**src/rtl/audio_frame_writer_pkg.sv**
```systemverilog
// audio_frame_writer_pkg: shared FSM encodings, sample width and RAM address-width helper
package audio_frame_writer_pkg;
    localparam int SAMPLE_W = 16;
    typedef enum logic [1:0] {
        IDLE  = 2'd0,
        RUN   = 2'd1,
        FLUSH = 2'd2
    } state_t;
    function automatic int addr_w(input int frame_w, input int chan_w);
        return frame_w + chan_w;
    endfunction
endpackage

```
**src/rtl/audio_frame_writer_if.sv**
```systemverilog
// audio_frame_writer_if: sample stream, audio RAM write port, sequencer run/done and status
// master = the frame writer; slave = deserialiser/RAM/sequencer/control side
interface audio_frame_writer_if
    import audio_frame_writer_pkg::*;
#(
    parameter int CHAN_W  = 4,
    parameter int FRAME_W = 4
);
    logic [SAMPLE_W-1:0]                   in_data;
    logic                                  in_valid;
    logic                                  in_sync;
    logic [addr_w(FRAME_W, CHAN_W)-1:0]    wr_addr;
    logic [SAMPLE_W-1:0]                   wr_data;
    logic                                  wr_we;
    logic                                  seq_run;
    logic [FRAME_W-1:0]                    seq_frame;
    logic                                  seq_done;
    logic                                  busy;
    logic                                  overrun;
    logic                                  sync_err;
    logic                                  clr_err;
    modport master (
        input  in_data, in_valid, in_sync, seq_done, clr_err,
        output wr_addr, wr_data, wr_we, seq_run, seq_frame, busy, overrun, sync_err
    );
    modport slave (
        output in_data, in_valid, in_sync, seq_done, clr_err,
        input  wr_addr, wr_data, wr_we, seq_run, seq_frame, busy, overrun, sync_err
    );
endinterface

```
**src/rtl/audio_frame_writer_sync2.sv**
```systemverilog
// audio_frame_writer_sync2: two-flop synchroniser with asynchronous active-low reset
// ports: ck clock, rst active-low async reset, d async input, q synchronised output
module audio_frame_writer_sync2 (
    input  logic ck,
    input  logic rst,
    input  logic d,
    output logic q
);
    logic s1;
    always_ff @(posedge ck or negedge rst) begin
        if (!rst) begin
            s1 <= 1'b0;
            q  <= 1'b0;
        end else begin
            s1 <= d;
            q  <= s1;
        end
    end
endmodule

```
**src/rtl/audio_frame_writer.sv**
```systemverilog
// audio_frame_writer: writes channel samples into the circular audio frame buffer and runs the sequencer per frame
// ports: ck clock, rst active-low async reset, bus (master) carries sample input, RAM write, sequencer run/done, status
module audio_frame_writer
    import audio_frame_writer_pkg::*;
#(
    parameter int CHAN_W  = 4,
    parameter int FRAME_W = 4,
    parameter int NCHAN   = 8
) (
    input  logic                  ck,
    input  logic                  rst,
    audio_frame_writer_if.master  bus
);
    localparam int AW = addr_w(FRAME_W, CHAN_W);
    state_t              state;
    logic [CHAN_W-1:0]   chan, eff_chan;
    logic [FRAME_W-1:0]  wframe, last_frame, seq_frame;
    logic [AW-1:0]       wr_addr;
    logic [SAMPLE_W-1:0] wr_data;
    logic                wr_we, seq_run, overrun, sync_err;
    logic                frame_done, pending, flush_min, done_s;
    logic                accept_last, serr_set, ovr_set;
    audio_frame_writer_sync2 u_sync (.ck(ck), .rst(rst), .d(bus.seq_done), .q(done_s));
    // a sync marker forces the sample onto channel 0, abandoning any partial frame
    always_comb begin
        eff_chan    = bus.in_sync ? '0 : chan;
        accept_last = bus.in_valid && eff_chan == CHAN_W'(NCHAN - 1);
        serr_set    = bus.in_valid && bus.in_sync && chan != '0;
        ovr_set     = frame_done && pending;
    end
    always_ff @(posedge ck or negedge rst) begin
        if (!rst) begin
            state      <= IDLE;
            chan       <= '0;
            wframe     <= '0;
            last_frame <= '0;
            seq_frame  <= '0;
            wr_addr    <= '0;
            wr_data    <= '0;
            wr_we      <= 1'b0;
            seq_run    <= 1'b0;
            overrun    <= 1'b0;
            sync_err   <= 1'b0;
            frame_done <= 1'b0;
            pending    <= 1'b0;
            flush_min  <= 1'b0;
        end else begin
            wr_we      <= bus.in_valid;
            frame_done <= accept_last;
            overrun    <= ovr_set | (overrun & ~bus.clr_err);
            sync_err   <= serr_set | (sync_err & ~bus.clr_err);
            if (bus.in_valid) begin
                wr_addr <= {wframe, eff_chan};
                wr_data <= bus.in_data;
                chan    <= accept_last ? '0 : eff_chan + 1'b1;
            end
            if (accept_last) begin
                wframe     <= wframe + 1'b1;
                last_frame <= wframe;
            end
            case (state)
                IDLE: if (frame_done || pending) begin
                    seq_frame <= last_frame;
                    seq_run   <= 1'b1;
                    pending   <= 1'b0;
                    state     <= RUN;
                end
                RUN: begin
                    if (frame_done) pending <= 1'b1;
                    if (done_s) begin
                        seq_run   <= 1'b0;
                        flush_min <= 1'b0;
                        state     <= FLUSH;
                    end
                end
                FLUSH: begin
                    // hold the sequencer in reset at least two cycles so it sees a negedge with rst low
                    if (frame_done) pending <= 1'b1;
                    flush_min <= 1'b1;
                    if (flush_min && !done_s) state <= IDLE;
                end
                default: state <= IDLE;
            endcase
        end
    end
    assign bus.wr_addr   = wr_addr;
    assign bus.wr_data   = wr_data;
    assign bus.wr_we     = wr_we;
    assign bus.seq_run   = seq_run;
    assign bus.seq_frame = seq_frame;
    assign bus.busy      = state != IDLE;
    assign bus.overrun   = overrun;
    assign bus.sync_err  = sync_err;
endmodule

```
**src/flat_wrapper.sv**
```systemverilog
// flat-port wrapper written by rule: the top's interface ports become plain ports
module audio_frame_writer_flat import audio_frame_writer_pkg::*;
#(
    parameter int CHAN_W  = 4,
    parameter int FRAME_W = 4,
    parameter int NCHAN   = 8
)
  (ck, rst, bus_in_data, bus_in_valid, bus_in_sync, bus_seq_done, bus_clr_err, bus_wr_addr, bus_wr_data, bus_wr_we, bus_seq_run, bus_seq_frame, bus_busy, bus_overrun, bus_sync_err);
  audio_frame_writer_if #(.CHAN_W(CHAN_W), .FRAME_W(FRAME_W)) bus_i ();
  input  logic ck;
  input  logic rst;
  input wire logic [$bits(bus_i.in_data)-1:0] bus_in_data;
  input wire logic [$bits(bus_i.in_valid)-1:0] bus_in_valid;
  input wire logic [$bits(bus_i.in_sync)-1:0] bus_in_sync;
  input wire logic [$bits(bus_i.seq_done)-1:0] bus_seq_done;
  input wire logic [$bits(bus_i.clr_err)-1:0] bus_clr_err;
  output wire logic [$bits(bus_i.wr_addr)-1:0] bus_wr_addr;
  output wire logic [$bits(bus_i.wr_data)-1:0] bus_wr_data;
  output wire logic [$bits(bus_i.wr_we)-1:0] bus_wr_we;
  output wire logic [$bits(bus_i.seq_run)-1:0] bus_seq_run;
  output wire logic [$bits(bus_i.seq_frame)-1:0] bus_seq_frame;
  output wire logic [$bits(bus_i.busy)-1:0] bus_busy;
  output wire logic [$bits(bus_i.overrun)-1:0] bus_overrun;
  output wire logic [$bits(bus_i.sync_err)-1:0] bus_sync_err;
  assign bus_i.in_data = bus_in_data;
  assign bus_i.in_valid = bus_in_valid;
  assign bus_i.in_sync = bus_in_sync;
  assign bus_i.seq_done = bus_seq_done;
  assign bus_i.clr_err = bus_clr_err;
  assign bus_wr_addr = bus_i.wr_addr;
  assign bus_wr_data = bus_i.wr_data;
  assign bus_wr_we = bus_i.wr_we;
  assign bus_seq_run = bus_i.seq_run;
  assign bus_seq_frame = bus_i.seq_frame;
  assign bus_busy = bus_i.busy;
  assign bus_overrun = bus_i.overrun;
  assign bus_sync_err = bus_i.sync_err;
  audio_frame_writer #(.CHAN_W(CHAN_W), .FRAME_W(FRAME_W), .NCHAN(NCHAN)) u_core (.ck(ck), .rst(rst), .bus(bus_i));
endmodule
```
**config.mk**
```make
export PLATFORM = sky130hd
export DESIGN_NAME = audio_frame_writer_flat
export DESIGN_NICKNAME = d
export VERILOG_FILES = /design/src/rtl/audio_frame_writer_pkg.sv /design/src/rtl/audio_frame_writer_if.sv /design/src/rtl/audio_frame_writer_sync2.sv /design/src/rtl/audio_frame_writer.sv /design/src/flat_wrapper.sv
export SDC_FILE = /design/constraint.sdc
export NUM_CORES = 1
export LEC_CHECK = 0
export CELL_PAD_IN_SITES_DETAIL_PLACEMENT = 1
export CELL_PAD_IN_SITES_GLOBAL_PLACEMENT = 2
export CORE_MARGIN = 2
export CORE_UTILIZATION = 30
export CTS_CLUSTER_DIAMETER = 40
export DETAILED_ROUTE_END_ITERATION = 16
export PLACE_DENSITY = 0.7
export SLEW_MARGIN = 20
export SYNTH_ARGS = -nofsm -noshare
export SYNTH_HDL_FRONTEND = slang
export SYNTH_SLANG_ARGS = --single-unit
```
**constraint.sdc**
```tcl
create_clock -name ck -period 1.65 [get_ports ck]
set_input_delay 0.33 -clock ck [delete_from_list [all_inputs] [get_ports ck]]
set_output_delay 0.33 -clock ck [all_outputs]
set_load 0.1 [all_outputs]
```
Word level (Yosys, flattened, before mapping)
Cells that the tools add are included.
{"block": "op_classes", "add_sub_neg": 2, "eq_ne": 7, "muxes": 13, "bitwise_logic": 5, "reduce_logical": 19}
{"operator": "$reduce_and A3 Y1", "n": 3}
{"operator": "$add A4 B1 Y4 const B", "n": 2}
{"operator": "$mux W4", "n": 2}
{"operator": "$reduce_bool A2 Y1", "n": 4}
{"operator": "$mux W2", "n": 3}
{"operator": "$ne A2 B1 Y1 const B", "n": 3}
{"operator": "$pmux W1 S2", "n": 3}
{"operator": "$pmux W2 S3", "n": 1}
{"operator": "$logic_and A1 B1 Y1", "n": 5}
{"operator": "$eq A4 B3 Y1 const B", "n": 1}
{"operator": "$mux W1", "n": 4}
{"operator": "$reduce_and A2 Y1", "n": 2}
{"operator": "$reduce_bool A4 Y1", "n": 1}
{"operator": "$and A1 B1 Y1", "n": 2}
{"operator": "$eq A2 B1 Y1 const B", "n": 1}
{"operator": "$eq A2 B2 Y1 const B", "n": 1}
{"operator": "$logic_not A2 Y1", "n": 1}
{"operator": "$ne A2 B2 Y1 const B", "n": 1}
{"operator": "$or A1 B1 Y1", "n": 2}
{"operator": "$reduce_or A2 Y1", "n": 1}
{"operator": "$logic_not A1 Y1", "n": 1}
{"operator": "$logic_or A1 B1 Y1", "n": 1}
{"operator": "$not A1 Y1", "n": 1}
{"block": "word_totals", "reg_bits": 51, "out_inout_bits": 33, "word_cells": 62}

Depth between registers and ports, before layout
Gate-level depths: netlist of run 1.
{"block": "depth", "depth_word": 4, "mapped_depth": 6, "ltp_nobuf": 5}

Cells and area by module
A second synthesis of run 1 with hierarchy kept.
{"block": "hier_totals", "hier_cells": 153, "area_unflattened_um2": 2108.3}
{"module": "audio_frame_writer", "n_inst": 1, "cells_each": 151, "area_each_um2": 2058.2, "seq_area_each_um2": 1226.2}
{"module": "audio_frame_writer_sync2", "n_inst": 1, "cells_each": 2, "area_each_um2": 50.0, "seq_area_each_um2": 50.0}

Worst setup path after synthesis of run 1
OpenSTA, ideal clock, no wires.
{"block": "synth_path", "path_type": "register to register", "from": "reg u_core.state[0]", "to": "reg u_core.pending", "arrival_time_ns": 1.513, "t_required_ns": 1.582, "setup_slack_ns": 0.069, "path_stages_with_launch": 6, "path_buffers": 0, "period_less_slack_ns": 1.581, "cell_sequence": "dfrtp_1 inv_1 ha_1 inv_1 o21ai_0 nand2_1"}
{"block": "synth_between", "elab_chain_cells": 4, "elab_cells_between_ends": 9, "cone_classes": "4 x eq/ne; 1 x mux; 4 x reduce/logical"}
{"element": "start, declared", "line_no": "audio_frame_writer.sv:15", "text": "state_t state;"}
{"element": "start signal, assigned", "line_no": "audio_frame_writer.sv:33", "text": "state <= IDLE;"}
{"element": "start signal, assigned", "line_no": "audio_frame_writer.sv:66", "text": "state <= RUN;"}
{"element": "start signal, assigned", "line_no": "audio_frame_writer.sv:73", "text": "state <= FLUSH;"}
{"element": "$eq A2 B1 Y1 or $eq A2 B2 Y1 (tied branches)", "line_no": "audio_frame_writer.sv:61", "text": "case (state)"}
{"element": "$reduce_or A2 Y1 (no line)"}
{"element": "$ne A2 B1 Y1 (no line) or $reduce_bool A2 Y1 (tied branches)"}
{"element": "$reduce_and A3 Y1 (no line)"}
{"element": "end signal, assigned", "line_no": "audio_frame_writer.sv:65", "text": "pending <= 1'b0;"}
{"element": "end signal, assigned", "line_no": "audio_frame_writer.sv:69", "text": "if (frame_done) pending <= 1'b1;"}
{"element": "end signal, assigned", "line_no": "audio_frame_writer.sv:78", "text": "if (frame_done) pending <= 1'b1;"}
{"element": "end, declared", "line_no": "audio_frame_writer.sv:21", "text": "logic frame_done, pending, flush_min, done_s;"}
Parallel ways exist; a longest one is shown, timed or not.
A chain may end at the register's enable or synchronous reset.

Final worst setup path of run 1
{"block": "layout_path", "from": "reg u_core.state[0]", "to": "reg u_core.state[0]"}
{"block": "layout_between", "elab_chain_cells": 3, "elab_cells_between_ends": 8, "cone_classes": "5 x eq/ne; 1 x mux; 2 x reduce/logical"}
{"element": "$eq A2 B2 Y1, or another cell as far along", "line_no": "audio_frame_writer.sv:61"}
{"element": "$ne A2 B1 Y1 (no line) or $ne A2 B2 Y1 (tied branches)"}
{"element": "$reduce_and A3 Y1 (no line)"}
Parallel ways exist; a longest one is shown, timed or not.

==> results of run 1 <==
## logic make-up (layout without fill, tap and decap cells)
logic type	count (synthesis)	after routing	share of synthesized area, %
AOI/OAI and AO/OA	19	19	5.918
xor gates and xnor gates	3	3	1.243
adders and majority gates	6	6	3.550
buffers and inverters	16	81	3.195
DFF	51	51	60.35
muxes	33	33	18.34
and+or+nand+nor	25	25	7.397
## layout make-up
type	instances	area [sq um]
Clock inverter	3	43.79
Inverter	11	41.29
Fill cell	670	3513
Timing Repair Buffer	62	940.9
Clock buffer	5	68.82
Sequential cell	51	1276
Tap cell	96	120.1
Multi-Input combinational cell	86	789.5
## cell usage after synthesis (all sizes together)
library cell | number | area share [%]
and2b | 1 | 0.36
o22a | 1 | 0.41
nor3b | 2 | 0.95
o21ai | 7 | 1.7
and3 | 1 | 0.30
buf | 4 | 1.1
nor2b | 3 | 0.89
nand2b | 1 | 0.30
clkbuf | 1 | 0.18
nand3b | 2 | 0.71
nor4 | 1 | 0.30
a221oi | 1 | 0.41
mux2 | 31 | 17
and4bb | 1 | 0.77
a21boi | 1 | 0.36
xnor2 | 3 | 1.2
o211a | 1 | 0.47
mux2i | 2 | 0.95
ha | 6 | 3.6
inv | 11 | 2.0
o22ai | 2 | 0.59
a21oi | 2 | 0.47
o311ai | 1 | 0.41
a211oi | 1 | 0.36
nand3 | 3 | 0.71
dfrtp | 51 | 60
a31o | 1 | 0.41
o31ai | 1 | 0.36
nand2 | 10 | 2.1
## power groups by stage
stage,Combinational (mW),Sequential (mW),Clock (mW)
floorplan,0.470,1.97,0
global placement,1.47,1.52,0
detailed placement,1.51,1.54,0
CTS,1.56,1.51,0.911
global route,1.65,1.53,0.965
finish,1.57,1.51,0.872
## per-stage QoR
step | setup WS (ns) | power, mW
2_1_floorplan | 0.06854 | 2.442
3_3_place_gp | -0.1974 | 2.994
3_5_place_dp | -0.2144 | 3.050
4_1_cts | 0.01279 | 3.976
5_1_grt | 0.006174 | 4.150
6_report | 0.09294 | 3.948
## worst register-to-register path: stages, from the launching register on
cell and delay, ns:
dfrtp_1 0.39, buf_4 0.14, ha_1 0.25, a221oi_2 0.31
mux2_2 0.36
## routing by layer
layer	wire (um)	vias up
met5	0	-
met4	12	0
met3	296	2
met2	2184	39
met1	1902	707
li1	-	652
## state kept, by name, indices dropped and copies added, names as in the netlist
signal                cells
u_core.state              2
u_core.flush_min          1
u_core.u_sync.s1          1
u_core.pending            1
u_core.chan               4
u_core.last_frame         4
u_core.bus.sync_err       1
u_core.u_sync.q           1
u_core.bus.wr_addr        8
u_core.bus.seq_run        1
u_core.bus.wr_data       16
u_core.frame_done         1
u_core.wframe             4
u_core.bus.overrun        1
u_core.bus.seq_frame      4
u_core.bus.wr_we          1
## path summary, 6_finish.rpt
check                                            start                                  to  cells past startpoint
setup / recovery           u_core.state[0]$_DFFE_PN0P_         u_core.state[0]$_DFFE_PN0P_                      4
hold / removal              u_core.u_sync.s1$_DFF_PN0_           u_core.u_sync.q$_DFF_PN0_                      0
hold reg to reg             u_core.u_sync.s1$_DFF_PN0_           u_core.u_sync.q$_DFF_PN0_                      0
setup reg to reg           u_core.state[0]$_DFFE_PN0P_         u_core.state[0]$_DFFE_PN0P_                      4
max in group asynchronous                          rst        u_core.wframe[0]$_DFFE_PN0P_                      3
min in group asynchronous                          rst  u_core.bus.wr_data[11]$_DFFE_PN0P_                      2
## timing repair
| item | 4_1_cts | 5_1_grt |
|---|---|---|
| pin swaps | 0 | 1 |
| hold endpoints to repair | 16 | 0 |
| hold buffers | 1 | 0 |
| setup buffers | 1 | 0 |
| endpoints found under the setup margin | 2 | 2 |
| resized for setup | 1 | 3 |
==> reports/results.ini, run 1 <==
[status]
status=finished, final reports clean

[place]
io_buffer_count=54
gp_congestion=0.7081
dp_hpwl_mm=3.424
place_area_sq_um=3132
dp.cells=304

[yosys]
avgSynthCellArea_sq_um=13.82
synthDistinctLibCells=34
seq_area_frac_synth_pct=60.36
netlist_area_sq_um=2115
ys_ff_latch=51
syn_inst=153
synth_fp_nets=181
ys_warn_count=0

[power_and_ir_drop]
clkPwrFrac_pct=22.1
seq_power_share_pct=38.1
p_switching_mw=1.488
intPower_mw=2.460
p_per_area_nw_per_um2=1204
vdd_ir_drop_max_uv=427.3
leakage_nw=1.516
p_sw_share_pct=37.69
power_frac_comb_pct=39.8

[flow_run]
drv_cap=0

[sta]
timing.hold.ws_ns=0.3564
tightest_slew_ns=0.3994
finalHoldViolations=0
layout_min_cycle_time_ns=1.557
grt_setup_unrepaired=false
tns_ns=0
skew_ns=0.006504
maxSlewViolCount=0
fin_crit_sh_pct=94.37
max_slew_margin_pct=73.20
finalSetupViolCount=0
fmax_mhz=642.2

[die]
initial_core_util_pct=31.12
die-height_um=87.96
rows=30
ios=55
die_w_um=87.96
core_sq_um=6794
dieArea_sq_um=7736

[route]
wl_per_cell_um=14.00
drtAntennaViolNets=0
wirelength_mm=4.396
viasPerCell=4.459
drc=0
vias=1400
firstDrtPassIters=2
drtIter0Drc=85

[layout]
antenna_cells=0
drive_above_1_share_pct=39.91
final_area_sq_um=3281
syn2layout_area_growth_pct=55.15
layout_commonest_cell=dfrtp_1
nNetsFinal=245
most-common-layout-cells=dfrtp_1 (51), buf_12 (34), mux2_2 (26), clkdlybuf4s50_1 (20), inv_1 (10)
final_util_pct=48.29
final_cells=314

[global_routing]
met2_usage_pct=21.35
met1_usage_pct=15.78
grt.met3_usage_pct=5.184
grtUsageTotal_pct=12.69
grt_remaining_overflow=0
busiest_layer=met2
grt_antenna_before_repair=0
grt_max_degree=36
grt_pass1_wl_mm=7.686
grt_pass1_vias=1565

[clock_network]
cts_root_buf=clkbuf_8
cts-htree-levels=2
clk_path_buf_depth=2
clk_latency_ns=0.30
clkSinkCount=51
cts_tree=yes
cts_inserted_buffers=5
clk_pin_slew_worst_paths_ns=0.10

[critical_path]
path_buf_inv=1
crit_path_max_incr_delay_ns=0.39
regToRegSetupSlack_ns=0.09
start_kind=flip-flop
cp_max_fo=5
worst_setup_path_end_kind=flip-flop
crit_family=flip-flops
worstPathRequired_ns=1.85
worstSetupPathType=flip-flop to flip-flop
worstPathCellList=buf_4, ha_1, a221oi_2, mux2_2
crit_arrival_ns=1.75
cpMaxStageDelayCell=dfrtp_1

[hold_path]
hold_class=flip-flop to flip-flop

Note: power is estimated with default switching activity, not from simulation.
==> run 2: changes to the inputs <==
--- a/constraint.sdc
+++ b/constraint.sdc
@@ -3,2 +3,2 @@
 set_output_delay 0.33 -clock ck [all_outputs]
-set_load 0.1 [all_outputs]
+set_load 0.05 [all_outputs]
==> run 2 against run 1 <==
Compared with the run above: highest routed layer is now met3; total power is 17% lower; clock skew is 0.0012 ns lower; global-route usage is 0.22 points lower; cell area is 13% lower; critical endpoint is now bus_busy; sequential power is 3% lower; combinational power is 32% lower; cell count is 0.32% lower; maximum frequency is 0.64% higher; sequential share of layout area is 5.9 points higher; register-to-register slack better by 0.05 ns; setup slack better by 0.0099 ns.
==> reports/results.ini, run 2 (same netlist as run 1, synthesis figures left out) <==
[status]
status=finished, final reports clean

[sta]
maxSlewViolCount=0  ; unchanged
fin_crit_sh_pct=93.76  ; -0.60 points
fmax_mhz=646.4  ; +0.64%
skew_ns=0.005298  ; -0.001206 ns
grt_setup_unrepaired=false
max_slew_margin_pct=73.01  ; -0.19 points
tightest_slew_ns=0.4022  ; +0.002828 ns
tns_ns=0  ; unchanged
layout_min_cycle_time_ns=1.547  ; -0.009950 ns
finalHoldViolations=0  ; unchanged
finalSetupViolCount=0  ; unchanged

[layout]
syn2layout_area_growth_pct=34.67
layout_commonest_cell=dfrtp_1
largest_registers=u_core.bus.wr_data x16, u_core.bus.wr_addr x8
n_fill_cell=719  ; +7.3%
most-common-layout-cells=dfrtp_1 (51), buf_4 (38), mux2_2 (26), clkdlybuf4s50_1 (20)
regArea_sq_um=1276  ; unchanged
drive_above_1_share_pct=40.55  ; +0.64 points
nNetsFinal=245  ; unchanged
largest_reg_flops=16  ; unchanged
antenna_cells=0  ; unchanged
final_cells=313  ; -0.32%
final_util_pct=41.92  ; -6.4 points
regMostFlops=u_core.bus.wr_data
multi_input_area_sq_um=782.0  ; -0.95%

[critical_path]
crit_arrival_ns=1.22  ; -0.53 ns
cpMaxStageDelayCell=dfrtp_1
cp_max_fo=4  ; -1
worst_setup_path_end_kind=output port
path_buf_inv=3  ; +2
crit_family=flip-flops
worstSetupPathType=flip-flop to output port
worstPathCellList=inv_2, ha_2, inv_1, buf_12
start_kind=flip-flop
worstPathRequired_ns=1.32  ; -0.53 ns
crit_path_max_incr_delay_ns=0.40  ; about the same

[power_and_ir_drop]
p_sw_share_pct=33.97  ; -3.7 points
leakage_nw=1.377  ; -9.2%
vdd_ir_drop_max_uv=372.6  ; -13%
power_frac_comb_pct=32.5  ; -7.3 points
p_switching_mw=1.108  ; -26%
seq_power_share_pct=45.1  ; +7.0 points
intPower_mw=2.153  ; -12%
p_per_area_nw_per_um2=1145  ; -4.9%
clkPwrFrac_pct=22.4  ; +0.3 points

[global_routing]
grt_pass1_vias=1538  ; -1.7%
grtUsageTotal_pct=12.46  ; -0.22 points
grt_pass1_wl_mm=7.424  ; -3.4%
grt_max_degree=36  ; unchanged
grt_antenna_before_repair=0  ; unchanged
grt_remaining_overflow=0  ; unchanged

[route]
wirelength_mm=4.410  ; +0.32%
wl_met1_mm=1.928  ; +1.4%
wl_per_cell_um=14.09  ; +0.64%
firstDrtPassIters=4  ; +2
vias=1372  ; -2.0%
viasPerCell=4.383  ; -1.7%
drtIter0Drc=36  ; -58%
met3_length_um=263  ; -11%
drc=0  ; unchanged
drtAntennaViolNets=0  ; unchanged
topRoutingLayerUsed=met3
route.met2.wl_mm=2.218  ; +1.6%

[clock_network]
cts_inserted_buffers=5  ; unchanged
clk_pin_slew_worst_paths_ns=0.09  ; about the same
cts-htree-levels=2  ; unchanged
clk_path_buf_depth=2  ; unchanged
clk_latency_ns=0.30  ; about the same
cts_root_buf=clkbuf_8
cts_tree=yes
clkSinkCount=51  ; unchanged

[place]
io_buffer_count=54  ; unchanged
gp_congestion=0.7269  ; +2.7%
dp_hpwl_mm=3.321  ; -3.0%
dp.cells=304  ; unchanged

[die]
die_w_um=87.96  ; unchanged
core_sq_um=6794  ; unchanged
initial_core_util_pct=31.12  ; unchanged
rows=30  ; unchanged
dieArea_sq_um=7736  ; unchanged
ios=55  ; unchanged
die-height_um=87.96  ; unchanged

[hold_path]
hold_class=flip-flop to flip-flop

[flow_run]
drv_cap=0  ; unchanged

## run 2: cell count changes in the layout (fill, tap and decap cells not counted)
cell / before / now
ha_4: 1 / 0
ha_2: 0 / 2
bufinv_16: 1 / 0
clkbuf_8: 5 / 6
ha_1: 5 / 4
clkinv_4: 1 / 0
inv_2: 1 / 2
buf_12: 34 / 2
buf_4: 6 / 38
inv_1: 10 / 9
## run 2: area by class of cell
class                           instances  share of cell area (%)
Sequential cell                        51                   44.82
Multi-Input combinational cell         86                   27.46
Timing Repair Buffer                   62                   18.98
Tap cell                               96                   4.218
Clock buffer                            6                   2.900
Inverter                               11                   1.450
Clock inverter                          1                  0.1757
## run 2: path summary, 6_finish.rpt
kind	slack (ns)	from	end	depth (start not counted)
max	0.10	u_core.state[1]$_DFFE_PN0P_	bus_busy	4
min	0.36	u_core.u_sync.s1$_DFF_PN0_	u_core.u_sync.q$_DFF_PN0_	0
max reg2reg	0.14	u_core.state[0]$_DFFE_PN0P_	u_core.state[0]$_DFFE_PN0P_	4
min reg2reg	0.36	u_core.u_sync.s1$_DFF_PN0_	u_core.u_sync.q$_DFF_PN0_	0
max in group asynchronous	0.64	rst	u_core.bus.wr_addr[1]$_DFFE_PN0P_	3
min in group asynchronous	0.48	rst	u_core.bus.wr_data[11]$_DFFE_PN0P_	2
## run 2: worst reg2reg max path, stage by stage (launching register included)
cell and delay (ns):
dfrtp_1 0.40, buf_4 0.14, ha_2 0.21, a221oi_2 0.27, mux2_2 0.37
## run 2: repair_timing
action                                  CTS  global route
hold endpoints to repair                 16             0
gates resized for setup                   0             5
endpoints found under the setup margin    0             2
buffers inserted                          0             1
hold buffers                              1             0
## run 2: power by group through the flow
stage                     logic [mW]  registers [mW]  clock network (mW)
final                           1.06            1.47               0.730
after global routing            1.14            1.49               0.820
after CTS                       1.02            1.47               0.768
after detailed placement        1.02            1.50                   0
after global placement         0.975            1.48                   0
after floorplan                0.411            1.71                   0
## run 2: stage by stage
stage	setup WS, ns	total power, mW	hold WS [ns]	cell area [sq um]
2_1_floorplan	0.1674	2.125	0.03441	2115
3_3_place_gp	-0.1981	2.460	0.2765	2731
3_5_place_dp	-0.2382	2.515	0.2866	2731
4_1_cts	0.007757	3.267	0.3659	2829
5_1_grt	0.03797	3.454	0.3720	2848
6_report	0.1029	3.261	0.3594	2848
## run 2: layer usage
metal	vias to the layer above	global-route usage (%)
li1	655	-
met1	680	15.70
met2	37	20.39
met3	0	4.430
met4	0	3.357
met5	-	0
==> run 3: changes to the inputs <==
--- a/config.mk
+++ b/config.mk
@@ -12,2 +12,3 @@
 export CTS_CLUSTER_DIAMETER = 40
+export CTS_CLUSTER_SIZE = 20
 export DETAILED_ROUTE_END_ITERATION = 16
--- a/constraint.sdc
+++ b/constraint.sdc
@@ -3,2 +3,2 @@
 set_output_delay 0.33 -clock ck [all_outputs]
-set_load 0.05 [all_outputs]
+set_load 0.005 [all_outputs]
==> run 3 against run 2 <==
Compared with the run above: global-route usage increased by 0.23 points; core utilization is 1.4 points higher; critical path depth did not move; sequential cell count is the same; first-iteration DRC count shrank 31%; register-to-register slack lost 0.06 ns.
==> reports/results.ini, run 3 (same netlist as run 1, synthesis figures left out) <==
[critical_path]
worstSetupPathType=flip-flop to flip-flop
r2r_cells=4  ; unchanged
worstPathRequired_ns=1.84  ; +0.52 ns
worst_setup_path_end_kind=flip-flop
cp_max_fo=5  ; +1
start_kind=flip-flop
crit_arrival_ns=1.75  ; +0.53 ns

[layout]
drive_above_1_share_pct=25.79  ; -15 points
layout_commonest_cell=clkdlybuf4s50_1
largest_registers=u_core.bus.wr_data x16, u_core.bus.wr_addr x8
syn2layout_area_growth_pct=39.29
regMostFlops=u_core.bus.wr_data
antenna_cells=0  ; unchanged
nNetsFinal=248  ; +1.2%
most-common-layout-cells=clkdlybuf4s50_1 (52), dfrtp_1 (51), mux2_2 (26)
largest_reg_flops=16  ; unchanged
final_area_sq_um=2945  ; +3.4%
final_cells=317  ; +1.3%

[global_routing]
grtUsageTotal_pct=12.69  ; +0.23 points
met2_usage_pct=21.07  ; +0.69 points
grt_pass1_wl_mm=7.617  ; +2.6%
grt_antenna_before_repair=0  ; unchanged
grt_max_degree=36  ; unchanged
grt_remaining_overflow=0  ; unchanged
grt.met3_usage_pct=4.995  ; +0.57 points
busiest_layer=met2
met1_usage_pct=15.65  ; -0.048 points
grt_pass1_vias=1631  ; +6.0%

[clock_network]
cts-htree-levels=2  ; unchanged
cts_root_buf=clkbuf_8
clk_latency_ns=0.30  ; about the same
cts_inserted_buffers=5  ; unchanged
clkSinkCount=51  ; unchanged
cts_tree=yes
clk_pin_slew_worst_paths_ns=0.09  ; about the same
clk_path_buf_depth=2  ; unchanged

[sta]
finalSetupViolCount=0  ; unchanged
maxSlewViolCount=0  ; unchanged
tightest_slew_ns=0.4231  ; +0.02096 ns
fin_crit_sh_pct=94.86  ; +1.1 points
finalHoldViolations=0  ; unchanged
tns_ns=0  ; unchanged
layout_min_cycle_time_ns=1.565  ; +0.01811 ns
fmax_mhz=638.9  ; -1.2%
skew_ns=0.01098  ; +0.005683 ns
grt_setup_unrepaired=false
max_slew_margin_pct=71.79  ; -1.2 points

[route]
drtAntennaViolNets=0  ; unchanged
wirelength_mm=4.466  ; +1.3%
wl_per_cell_um=14.09  ; about the same
vias=1418  ; +3.4%
viasPerCell=4.473  ; +2.0%
drtIter0Drc=25  ; -31%
firstDrtPassIters=3  ; -1
drc=0  ; unchanged

[flow_run]
drv_cap=0  ; unchanged

[power_and_ir_drop]
p_total_mw=2.974  ; -8.8%
vdd_ir_drop_max_uv=388.8  ; +4.3%
p_per_area_nw_per_um2=1010  ; -12%
leakage_nw=1.341  ; -2.6%

[hold_path]
hold_class=flip-flop to flip-flop
worstHoldPathCells=0  ; unchanged

[place]
io_buffer_count=54  ; unchanged
dp.cells=304  ; unchanged
place_area_sq_um=2801  ; +2.6%
gp_congestion=0.7599  ; +4.5%
dp_hpwl_mm=3.317  ; -0.11%

[die]
die_w_um=87.96  ; unchanged
dieArea_sq_um=7736  ; unchanged
ios=55  ; unchanged
die-height_um=87.96  ; unchanged
rows=30  ; unchanged
core_sq_um=6794  ; unchanged
initial_core_util_pct=31.12  ; unchanged

[status]
status=finished, final reports clean

run 3: area by class of cell:
| type | count | area (sq um) |
|---|---|---|
| fill | 720 | 3849 |
| timing repair buffer | 65 | 633.1 |
| clock buffer | 6 | 72.57 |
| clock inverter | 2 | 12.51 |
| inverter | 11 | 41.29 |
| tap | 96 | 120.1 |
| multi-input combinational | 86 | 789.5 |
| sequential | 51 | 1276 |
run 3: worst paths after layout:
| kind | from | endpoint | slack [ns] |
|---|---|---|---|
| max | u_core.state[0]$_DFFE_PN0P_ | u_core.state[0]$_DFFE_PN0P_ | 0.08 |
| min | u_core.u_sync.s1$_DFF_PN0_ | u_core.u_sync.q$_DFF_PN0_ | 0.36 |
| max reg2reg | u_core.state[0]$_DFFE_PN0P_ | u_core.state[0]$_DFFE_PN0P_ | 0.08 |
| min reg2reg | u_core.u_sync.s1$_DFF_PN0_ | u_core.u_sync.q$_DFF_PN0_ | 0.36 |
| max in group asynchronous | rst | u_core.bus.wr_addr[0]$_DFFE_PN0P_ | 0.61 |
| min in group asynchronous | rst | u_core.bus.wr_data[13]$_DFFE_PN0P_ | 0.50 |
run 3: stage by stage:
stage / hold WS (ns) / worst slack [ns] / util [%]
6_report: 0.3587 / 0.08479 / 43.35
5_1_grt: 0.3841 / 0.001448 / 43.35
4_1_cts: 0.3655 / 0.01107 / 43.02
3_5_place_dp: 0.2941 / -0.2063 / 41.23
3_3_place_gp: 0.2773 / -0.1972 / 41.23
2_1_floorplan: 0.03441 / 0.1674 / -
run 3: where the power goes:
part	internal, mW	switching [mW]	leakage, nW
clock network	0.297	0.396	0.0412
registers	1.38	0.0924	0.650
logic	0.481	0.329	0.650
total	2.16	0.818	1.34
run 3: worst max-delay path, stage by stage, from the launching register on:
cell and delay (ns):
dfrtp_1 0.40, buf_4 0.14, ha_1 0.26, a221oi_2 0.29
mux2_2 0.36
run 3: timing repair:
action,in CTS,in global routing
setup endpoints to repair,2,2
buffers inserted,2,2
gates resized for setup,4,3
pin swaps,1,2
hold endpoints to repair,16,0
hold buffers,1,0
run 3: routing by layer:
metal,part of all wire (%),up-vias
met2,50,40
met3,7.3,5
met5,0,-
li1,-,661
met1,42,712
met4,1.1,0
